[config.mk]
export PLATFORM = sky130hd
export DESIGN_NAME = lsu_mem_stage_flat
export DESIGN_NICKNAME = d
export VERILOG_FILES = /design/src/rtl/lsu_mem_stage_pkg.sv /design/src/rtl/lsu_mem_stage_if.sv /design/src/rtl/lsu_load_align.sv /design/src/rtl/lsu_mem_stage.sv /design/src/flat_wrapper.sv
export SDC_FILE = /design/constraint.sdc
export NUM_CORES = 1
export LEC_CHECK = 0
export CAP_MARGIN = 30
export CORE_UTILIZATION = 51
export CTS_CLUSTER_DIAMETER = 100
export DETAILED_ROUTE_END_ITERATION = 8
export GPL_TIMING_DRIVEN = 0
export PLACE_DENSITY = 0.87
export SYNTH_ARGS = -nofsm -noshare
export SYNTH_HDL_FRONTEND = slang
export SYNTH_SLANG_ARGS = --single-unit
export TNS_END_PERCENT = 30
[constraint.sdc]
create_clock -name clk -period 3.55 [get_ports clk]
set_clock_uncertainty 0.05 [all_clocks]
set_input_delay 0.8875 -clock clk [delete_from_list [all_inputs] [get_ports clk]]
set_output_delay 0.8875 -clock clk [all_outputs]
set_load 0.1 [all_outputs]
[src/rtl/lsu_mem_stage_pkg.sv]
// Shared definitions for the LSU memory stage: bus widths, mem_op field layout,
// access size codes, FSM states and small decode helpers.
package lsu_mem_stage_pkg;

  localparam int ADDR_W = 64;
  localparam int DATA_W = 64;
  localparam int STRB_W = DATA_W / 8;
  localparam int OFF_W  = 3;

  localparam int OP_STORE_BIT    = 3;
  localparam int OP_UNSIGNED_BIT = 2;
  localparam int OP_SIZE_LSB     = 0;

  typedef enum logic [1:0] {
    SIZE_B = 2'd0,
    SIZE_H = 2'd1,
    SIZE_W = 2'd2,
    SIZE_D = 2'd3
  } mem_size_e;

  typedef enum logic [1:0] {
    ST_IDLE = 2'd0,
    ST_REQ  = 2'd1,
    ST_WAIT = 2'd2,
    ST_DONE = 2'd3
  } lsu_state_e;

  function automatic logic is_misaligned(mem_size_e size, logic [OFF_W-1:0] off);
    logic mis;
    mis = 1'b0;
    case (size)
      SIZE_B:  mis = 1'b0;
      SIZE_H:  mis = off[0];
      SIZE_W:  mis = |off[1:0];
      default: mis = |off;
    endcase
    return mis;
  endfunction

  // Strobe for the access before it is shifted to its lane offset.
  function automatic logic [STRB_W-1:0] size_strobe(mem_size_e size);
    logic [STRB_W-1:0] strb;
    strb = '0;
    case (size)
      SIZE_B:  strb = 8'h01;
      SIZE_H:  strb = 8'h03;
      SIZE_W:  strb = 8'h0F;
      default: strb = 8'hFF;
    endcase
    return strb;
  endfunction

endpackage

[src/rtl/lsu_mem_stage_if.sv]
// req/gnt/rvalid data bus between the LSU (master) and data memory (slave).
interface lsu_mem_stage_if;
  import lsu_mem_stage_pkg::*;

  logic              req;
  logic              gnt;
  logic              we;
  logic [ADDR_W-1:0] addr;
  logic [DATA_W-1:0] wdata;
  logic [STRB_W-1:0] wstrb;
  logic              rvalid;
  logic [DATA_W-1:0] rdata;

  modport master (
    output req, we, addr, wdata, wstrb,
    input  gnt, rvalid, rdata
  );

  modport slave (
    input  req, we, addr, wdata, wstrb,
    output gnt, rvalid, rdata
  );

endinterface

[src/rtl/lsu_load_align.sv]
// Picks the addressed bytes out of an aligned 8-byte read word and
// sign- or zero-extends them to the full register width.
module lsu_load_align
  import lsu_mem_stage_pkg::*;
(
  input  logic [DATA_W-1:0] rdata,
  input  logic [OFF_W-1:0]  off,
  input  mem_size_e         size,
  input  logic              is_unsigned,
  output logic [DATA_W-1:0] result
);

  logic [DATA_W-1:0] lane;

  assign lane = rdata >> {off, 3'b000};

  always_comb begin
    result = '0;
    case (size)
      SIZE_B:  result = is_unsigned ? {56'b0, lane[7:0]}
                                    : {{56{lane[7]}}, lane[7:0]};
      SIZE_H:  result = is_unsigned ? {48'b0, lane[15:0]}
                                    : {{48{lane[15]}}, lane[15:0]};
      SIZE_W:  result = is_unsigned ? {32'b0, lane[31:0]}
                                    : {{32{lane[31]}}, lane[31:0]};
      default: result = lane;
    endcase
  end

endmodule

[src/rtl/lsu_mem_stage.sv]
// Memory-access stage: one load/store at a time from the ALU, issued over the
// req/gnt/rvalid bus, with the result held for writeback until accepted.
module lsu_mem_stage
  import lsu_mem_stage_pkg::*;
(
  input  logic              clk,
  input  logic              rst_n,

  input  logic              ex_valid,
  output logic              ex_ready,
  input  logic [ADDR_W-1:0] ex_addr,
  input  logic [DATA_W-1:0] ex_wdata,
  input  logic [3:0]        ex_mem_op,
  input  logic [4:0]        ex_rd,

  lsu_mem_stage_if.master   dmem,

  output logic              wb_valid,
  input  logic              wb_ready,
  output logic [DATA_W-1:0] wb_rdata,
  output logic [4:0]        wb_rd,
  output logic              wb_misalign
);

  lsu_state_e        state_q, state_d;
  logic [ADDR_W-1:0] addr_q, addr_d;
  logic [DATA_W-1:0] wdata_q, wdata_d;
  logic [STRB_W-1:0] wstrb_q, wstrb_d;
  logic              we_q, we_d;
  logic [OFF_W-1:0]  off_q, off_d;
  mem_size_e         size_q, size_d;
  logic              uns_q, uns_d;
  logic [4:0]        rd_q, rd_d;
  logic              misalign_q, misalign_d;
  logic [DATA_W-1:0] result_q, result_d;

  logic              ex_store;
  logic              ex_unsigned;
  mem_size_e         ex_size;
  logic [OFF_W-1:0]  ex_off;
  logic              ex_mis;
  logic [STRB_W-1:0] ex_strb;
  logic [DATA_W-1:0] ex_lane_mask;
  logic [DATA_W-1:0] load_data;

  assign ex_store    = ex_mem_op[OP_STORE_BIT];
  assign ex_unsigned = ex_mem_op[OP_UNSIGNED_BIT];
  assign ex_size     = mem_size_e'(ex_mem_op[OP_SIZE_LSB +: 2]);
  assign ex_off      = ex_addr[OFF_W-1:0];
  assign ex_mis      = is_misaligned(ex_size, ex_off);
  assign ex_strb     = size_strobe(ex_size) << ex_off;

  always_comb begin
    ex_lane_mask = '0;
    for (int i = 0; i < STRB_W; i++) begin
      ex_lane_mask[8*i +: 8] = {8{ex_strb[i]}};
    end
  end

  lsu_load_align u_load_align (
    .rdata       (dmem.rdata),
    .off         (off_q),
    .size        (size_q),
    .is_unsigned (uns_q),
    .result      (load_data)
  );

  // Store lanes are built at accept time so the bus fields are plain flops
  // that stay stable for however long the grant takes.
  always_comb begin
    state_d    = state_q;
    addr_d     = addr_q;
    wdata_d    = wdata_q;
    wstrb_d    = wstrb_q;
    we_d       = we_q;
    off_d      = off_q;
    size_d     = size_q;
    uns_d      = uns_q;
    rd_d       = rd_q;
    misalign_d = misalign_q;
    result_d   = result_q;

    case (state_q)
      ST_IDLE: begin
        if (ex_valid) begin
          addr_d     = {ex_addr[ADDR_W-1:OFF_W], {OFF_W{1'b0}}};
          we_d       = ex_store;
          off_d      = ex_off;
          size_d     = ex_size;
          uns_d      = ex_unsigned;
          misalign_d = ex_mis;
          result_d   = '0;
          rd_d       = (ex_store || ex_mis) ? 5'd0 : ex_rd;
          wstrb_d    = ex_store ? ex_strb : '0;
          wdata_d    = ex_store ? ((ex_wdata << {ex_off, 3'b000}) & ex_lane_mask) : '0;
          state_d    = ex_mis ? ST_DONE : ST_REQ;
        end
      end
      ST_REQ: begin
        if (dmem.gnt) begin
          state_d = we_q ? ST_DONE : ST_WAIT;
        end
      end
      ST_WAIT: begin
        if (dmem.rvalid) begin
          result_d = load_data;
          state_d  = ST_DONE;
        end
      end
      default: begin
        if (wb_ready) begin
          state_d = ST_IDLE;
        end
      end
    endcase
  end

  always_ff @(posedge clk or negedge rst_n) begin
    if (!rst_n) begin
      state_q    <= ST_IDLE;
      addr_q     <= '0;
      wdata_q    <= '0;
      wstrb_q    <= '0;
      we_q       <= 1'b0;
      off_q      <= '0;
      size_q     <= SIZE_B;
      uns_q      <= 1'b0;
      rd_q       <= '0;
      misalign_q <= 1'b0;
      result_q   <= '0;
    end else begin
      state_q    <= state_d;
      addr_q     <= addr_d;
      wdata_q    <= wdata_d;
      wstrb_q    <= wstrb_d;
      we_q       <= we_d;
      off_q      <= off_d;
      size_q     <= size_d;
      uns_q      <= uns_d;
      rd_q       <= rd_d;
      misalign_q <= misalign_d;
      result_q   <= result_d;
    end
  end

  // Outputs are qualified by state so nothing stale is visible outside REQ/DONE.
  assign ex_ready    = (state_q == ST_IDLE);
  assign dmem.req    = (state_q == ST_REQ);
  assign dmem.we     = dmem.req & we_q;
  assign dmem.addr   = dmem.req ? addr_q  : '0;
  assign dmem.wdata  = dmem.req ? wdata_q : '0;
  assign dmem.wstrb  = dmem.req ? wstrb_q : '0;

  assign wb_valid    = (state_q == ST_DONE);
  assign wb_rdata    = wb_valid ? result_q : '0;
  assign wb_rd       = wb_valid ? rd_q : 5'd0;
  assign wb_misalign = wb_valid & misalign_q;

endmodule

[src/flat_wrapper.sv]
// flat-port wrapper written by rule: the top's interface ports become plain ports
module lsu_mem_stage_flat import lsu_mem_stage_pkg::*;
  (clk, rst_n, ex_valid, ex_ready, ex_addr, ex_wdata, ex_mem_op, ex_rd, wb_valid, wb_ready, wb_rdata, wb_rd, wb_misalign, dmem_req, dmem_we, dmem_addr, dmem_wdata, dmem_wstrb, dmem_gnt, dmem_rvalid, dmem_rdata);
  lsu_mem_stage_if dmem_i ();
  input  logic clk;
  input  logic rst_n;
  input  logic ex_valid;
  output logic ex_ready;
  input  logic [ADDR_W-1:0] ex_addr;
  input  logic [DATA_W-1:0] ex_wdata;
  input  logic [3:0] ex_mem_op;
  input  logic [4:0] ex_rd;
  output logic wb_valid;
  input  logic wb_ready;
  output logic [DATA_W-1:0] wb_rdata;
  output logic [4:0] wb_rd;
  output logic wb_misalign;
  output wire logic [$bits(dmem_i.req)-1:0] dmem_req;
  output wire logic [$bits(dmem_i.we)-1:0] dmem_we;
  output wire logic [$bits(dmem_i.addr)-1:0] dmem_addr;
  output wire logic [$bits(dmem_i.wdata)-1:0] dmem_wdata;
  output wire logic [$bits(dmem_i.wstrb)-1:0] dmem_wstrb;
  input wire logic [$bits(dmem_i.gnt)-1:0] dmem_gnt;
  input wire logic [$bits(dmem_i.rvalid)-1:0] dmem_rvalid;
  input wire logic [$bits(dmem_i.rdata)-1:0] dmem_rdata;
  assign dmem_req = dmem_i.req;
  assign dmem_we = dmem_i.we;
  assign dmem_addr = dmem_i.addr;
  assign dmem_wdata = dmem_i.wdata;
  assign dmem_wstrb = dmem_i.wstrb;
  assign dmem_i.gnt = dmem_gnt;
  assign dmem_i.rvalid = dmem_rvalid;
  assign dmem_i.rdata = dmem_rdata;
  lsu_mem_stage u_core (.clk(clk), .rst_n(rst_n), .ex_valid(ex_valid), .ex_ready(ex_ready), .ex_addr(ex_addr), .ex_wdata(ex_wdata), .ex_mem_op(ex_mem_op), .ex_rd(ex_rd), .dmem(dmem_i), .wb_valid(wb_valid), .wb_ready(wb_ready), .wb_rdata(wb_rdata), .wb_rd(wb_rd), .wb_misalign(wb_misalign));
endmodule
After elaboration in Yosys (flattened, before gate mapping)

Cells that the tools add are included.

Add/subtract/negate cells: 0
$mul: 0
Div/mod/pow operators: 0
Magnitude comparators: 0
Equality and inequality tests: 10
Shift operators: 3
Mux-type cells: 24
Bitwise operators: 3
Reduce and logical (&&, ||, !) cells: 11

Operator list:

| kind               | count |
|---|---|
| $mux 64            | 9 |
| $pmux 64 s3        | 1 |
| $pmux 64 s2        | 1 |
| $and 64x64->64     | 1 |
| $shl 64x6->64      | 1 |
| $shr 64x6->64      | 1 |
| $pmux 8 s3         | 1 |
| $mux 8             | 2 |
| $mux 2             | 5 |
| $mux 5             | 2 |
| $eq 2x2->1 const B | 4 |
| $shl 8x3->8        | 1 |
| $eq 2x1->1 const B | 3 |
| $logic_not 2->1    | 3 |
| $ne 2x2->1 const B | 3 |
| $pmux 2 s3         | 1 |
| $reduce_and 4->1   | 1 |
| $reduce_bool 4->1  | 1 |
| $pmux 1 s3         | 1 |
| $reduce_and 3->1   | 1 |
| $reduce_or 3->1    | 1 |
| $and 1x1->1        | 2 |
| $reduce_and 2->1   | 1 |
| $reduce_bool 2->1  | 1 |
| other kinds (3)    | 3 |

Register bits: 212
Latch bits: 0
Memory bits (writable): 0
ROM bits: 0
Bits of input ports: 207
Output and inout bits: 210
Word-level logic and storage cells: 62
Memories kept: 0

Depth between registers and ports, before layout

Depth after elaboration: 5
Mapped depth: 10
Mapped depth without buffers: 7

By module

Synthesis repeated with hierarchy kept, for this count alone.

Cells, all modules: 1231
Area, all modules: 13131.3 um2

By module, submodules not included:

| module         | instances | cells an instance | area an instance (um2) |
|---|---|---|---|
| lsu_mem_stage  | 1         | 967               | 10831.6 |
| lsu_load_align | 1         | 264               | 2299.7 |

Worst setup path before layout

OpenSTA, ideal clock, no wires.

Path type: reg2out
From: reg u_core.state_q[1]
To: out dmem_addr[10]
Arrival time: 2821 ps
Path slack: -208 ps
Stages on the path, launching flop included: 7
Cell sequence: dfrtp_1 > inv_1 > ha_1 > clkbuf_1 > clkbuf_1 > clkbuf_1 > and2_1

Cells in the longest elaborated chain, start to end: 2

RTL lines:

| item                     | line                 | source |
|---|---|---|
| start: declaration       | lsu_mem_stage.sv:25  | `lsu_state_e state_q, state_d;` |
| start signal: assignment | lsu_mem_stage.sv:132 | `state_q <= state_d;` |
| $eq 2x1->1               | lsu_mem_stage.sv:148 | `assign dmem.req = (state_q == ST_REQ);` |
| named net dmem_req       | flat_wrapper.sv:18   | `output wire logic [$bits(dmem_i.req)-1:0] dmem_req;` |
| $mux 64                  | lsu_mem_stage.sv:150 | `assign dmem.addr = dmem.req ? addr_q : '0;` |
| end: declaration         | flat_wrapper.sv:20   | `output wire logic [$bits(dmem_i.addr)-1:0] dmem_addr;` |

The timed path passes the listed nets, and every way through them passes these cells.

Worst setup path after layout

From: reg u_core.state_q[1]
To: out dmem_wstrb[7]

Cells in the longest elaborated chain, start to end: 2

RTL lines:

| item             | line                 | source |
|---|---|---|
| $eq 2x1->1       | lsu_mem_stage.sv:148 |  |
| $mux 8           | lsu_mem_stage.sv:152 | `assign dmem.wstrb = dmem.req ? wstrb_q : '0;` |
| end: declaration | flat_wrapper.sv:22   | `output wire logic [$bits(dmem_i.wstrb)-1:0] dmem_wstrb;` |

No other way between the ends.

==> results.tsv <==
metric	value	unit
gr busiest metal	met2	
Worst Path Class, Setup	reg -> out	
Worst Hold Class	in -> async	
clock slew at reported path FFs	60	ps
GRT Resource Usage Total	40.9	%
vias in the first global route	13100	
std cell rows	57	
crit path time final	3470	ps
gpl congestion	1.03	
first-pass GRT wire length	79900	um
Yosys reg bits	212	
met1 track utilization from global routing	52.6	%
Synth Cell Area	12900	sq um
DRC	0	
Crit path arrival time	2530	ps
wire per inst	25.2	um
CP Data Required Time	2610	ps
ys flop type	dfrtp_1	
Combinational Power Share	58.5	%
clk sinks	212	
Core ar.	24500	sq um
Yosys warnings	0	
Synth cell types	52	
Max FO, Critical Path	10	
initial antenna violation count	4	
R2R depth	7	
I/O Buffers	410	
Peak VDD IR	0.752	mV
crit end category	output pin	
Final #Nets	1977	
Post-synth EDFFs	0	
Flop pwr share	24.7	%
grt ovf	0	
Clk pwr share	16.8	%
NetSw	7890	uW
cts bufs inserted	25	
drt pass-1 iters	5	
CTS root buf	clkbuf_16	
fillcell total	1775	
pin count of the biggest net entering global routing	120	
hold buffer count at cts	0	
maxcap violations	0	
Ports	417	
post-synthesis sequential area ratio	41.2	%
Die ar.	25900	sq um
post-CTS setup buffers	0	
drt total wl	53200	um
GR Util met3	6.77	%
P_int	7530	uW
measured slew at the worst slew-check pin	1030	ps
fin worst setup slack	81.3	ps
Post-Syn Area per Cell	9.76	sq um
CTS HTree Levels	1	
HPWL Detailed	40100	um
maximum buffer depth of the clock tree	3	
DRT iter0 DRCs	1358	
synth top area cells	dfrtp_1, and2_1, mux2_2	
dpl ws	-792	ps
period utilization	97.7	%
die width	161	um
Setup TNS Final	0	ps
leak pwr	0.00797	uW
post-route ant nets	0	
area delta synth->final	39.5	%
area leader, netlist	dfrtp_1	
CTS tree	yes	
Net Sw Frac	51.2	%
share of the synthesized area in the top cell type	41.2	%
share of layout cells above drive strength 1	26.1	%
Die Height	161	um
Vias/cell	6.13	
fmax	0.288	GHz
crit start category	flip-flop	
Slew headroom	31.0	%
pwr dens	858	nW/um^2
vias	12900	
final hold violation count	0	
max-slew violation count	0	
ys async rst share	100	%
final setup violating endpoints	0	
met2 GRT Util	69.4	%
status	complete, no violations	
post-synthesis cell count	1320	
RSZ-0062 raised after global routing	yes	
starting density of the core	52.5	%
worst skew pair latency	540	ps
-- synthesized netlist by cell type, types with 2 or more instances --
cell and count:
buf_4 7, mux4_2 42, o21a_1 9, mux2i_1 51
a32oi_1 4, a21oi_1 58, ha_1 4, buf_1 11
mux2_2 99, o31ai_1 4, clkinv_1 2, nor2b_1 11
o211ai_1 4, o21ai_0 142, buf_2 17, nor3_1 5
o2bb2ai_1 7, o22ai_1 13, clkbuf_2 3, inv_1 8
clkbuf_1 74, a21o_1 3, a2bb2oi_1 15, nand3_1 4
o21ai_1 2, a22o_1 22, buf_6 3, o31ai_2 6
a211oi_1 7, nand2b_1 6, nor2_1 56, dfrtp_1 212
and2_1 205, and3_1 2, nand2_1 155, or3_1 2
a31oi_1 5, a221o_1 8, a22oi_1 19
-- final cells by class --
type                    instances  area [sq um]  area share (%)
clock buffers                  38           744            4.14
flip-flops and latches        212          5310            29.5
well taps                     324           405            2.26
plain buffers                 115           528            2.94
diodes                          1          2.50          0.0139
inverters                      10          37.5           0.209
repair buffers                417          3800            21.1
multi-input cells             985          7070            39.3
clock inverters                 6          78.8           0.439
-- power by group through the flow --
stage | Combinational (uW) | Clock, uW | Sequential [uW]
after floorplan | 6530 | 0 | 3580
after global placement | 8760 | 0 | 3730
after detailed placement | 8970 | 0 | 3790
after CTS | 8920 | 2590 | 3770
after global routing | 9400 | 2700 | 3880
final | 9010 | 2600 | 3810
-- per-stage QoR --
step                cells  util [%]  hold WS [ps]  instance area, sq um  power (uW)
CTS                  2107      73.8           349                 18100       15300
global route         2107      73.2           374                 18000       16000
detailed placement   2063      71.6           410                 17600       12800
global placement     2056      71.0           402                 17400       12500
finish               2108      73.2           327                 18000       15400
floorplan            1322         -           389                 12900       10100
-- placed cells by master, fill, tap and decap left out, types with 7 or more instances in the layout --
master and n:
o21a_1 9, buf_1 11, o21ai_0 142, a211oi_1 7, mux2i_1 51, buf_2 80
buf_4 84, clkbuf_1 66, mux2_2 99, clkbuf_16 25, a21oi_1 58, a22oi_1 19
clkbuf_2 16, o2bb2ai_1 7, a22o_1 22, a221o_1 8, clkbuf_8 7, clkdlybuf4s15_2 44
and2_2 21, and2_1 184, mux4_2 42, nand2_1 155, nor2b_1 11, nor2_1 56
o22ai_1 13, a2bb2oi_1 15, clkdlybuf4s50_1 207, inv_1 8, clkdlybuf4s18_2 22, dfrtp_1 212
-- final timing paths --
| path | from | end | slack (ps) |
|---|---|---|---|
| max | u_core.state_q[1]$_DFFE_PN0P_ | dmem_wstrb[7] | 80 |
| min | rst_n | u_core.addr_q[30]$_DFFE_PN0P_ | 330 |
| max reg2reg | u_core.state_q[0]$_DFFE_PN0P_ | u_core.rd_q[3]$_DFFE_PN0P_ | 830 |
| min reg2reg | u_core.result_q[1]$_DFFE_PN0P_ | u_core.result_q[1]$_DFFE_PN0P_ | 420 |
| max in group asynchronous | rst_n | u_core.rd_q[0]$_DFFE_PN0P_ | 2050 |
| min in group clk | u_core.result_q[1]$_DFFE_PN0P_ | u_core.result_q[1]$_DFFE_PN0P_ | 420 |
-- layer usage --
layer / part of all wire [%] / vias up
li1: - / 5562
met1: 37 / 6286
met2: 49 / 921
met3: 9.9 / 145
met4: 3.9 / 4
met5: 0.051 / -
-- state kept, by name, indices dropped and copies added, names as in the netlist --
register / count
u_core.result_q: 64
u_core.rd_q: 5
u_core.addr_q: 61
u_core.wstrb_q: 8
u_core.state_q: 2
u_core.uns_q: 1
u_core.misalign_q: 1
u_core.size_q: 2
u_core.off_q: 3
u_core.wdata_q: 64
u_core.we_q: 1
-- timing repair --
action | in CTS | in global routing
hold endpoints to repair | 0 | 0
cloned | 0 | 0
gates resized for setup | 928 | 68
setup endpoints to repair | 204 | 149
-- worst max-delay path, cell delays in order, from the launching register on --
cell and delay [ps]:
dfrtp_1 400, inv_1 110, ha_1 170, buf_4 200
buf_4 210, and2_1 140, clkdlybuf4s50_1 560, buf_16 200
-- cells by family (layout without fill, tap and decap cells) --
kind of cell / Yosys count / after routing / share of synthesized area (%)
and+or+nand+nor: 450 / 450 / 17.8
AOI/OAI and AO/OA: 336 / 336 / 16.5
DFF: 212 / 212 / 41.2
muxes: 192 / 192 / 20.0
buffers and inverters: 125 / 586 / 4.22
adders and majority gates: 4 / 4 / 0.389
other: 1 / 4 / 0.0291
(Power assumes the default switching activity.)
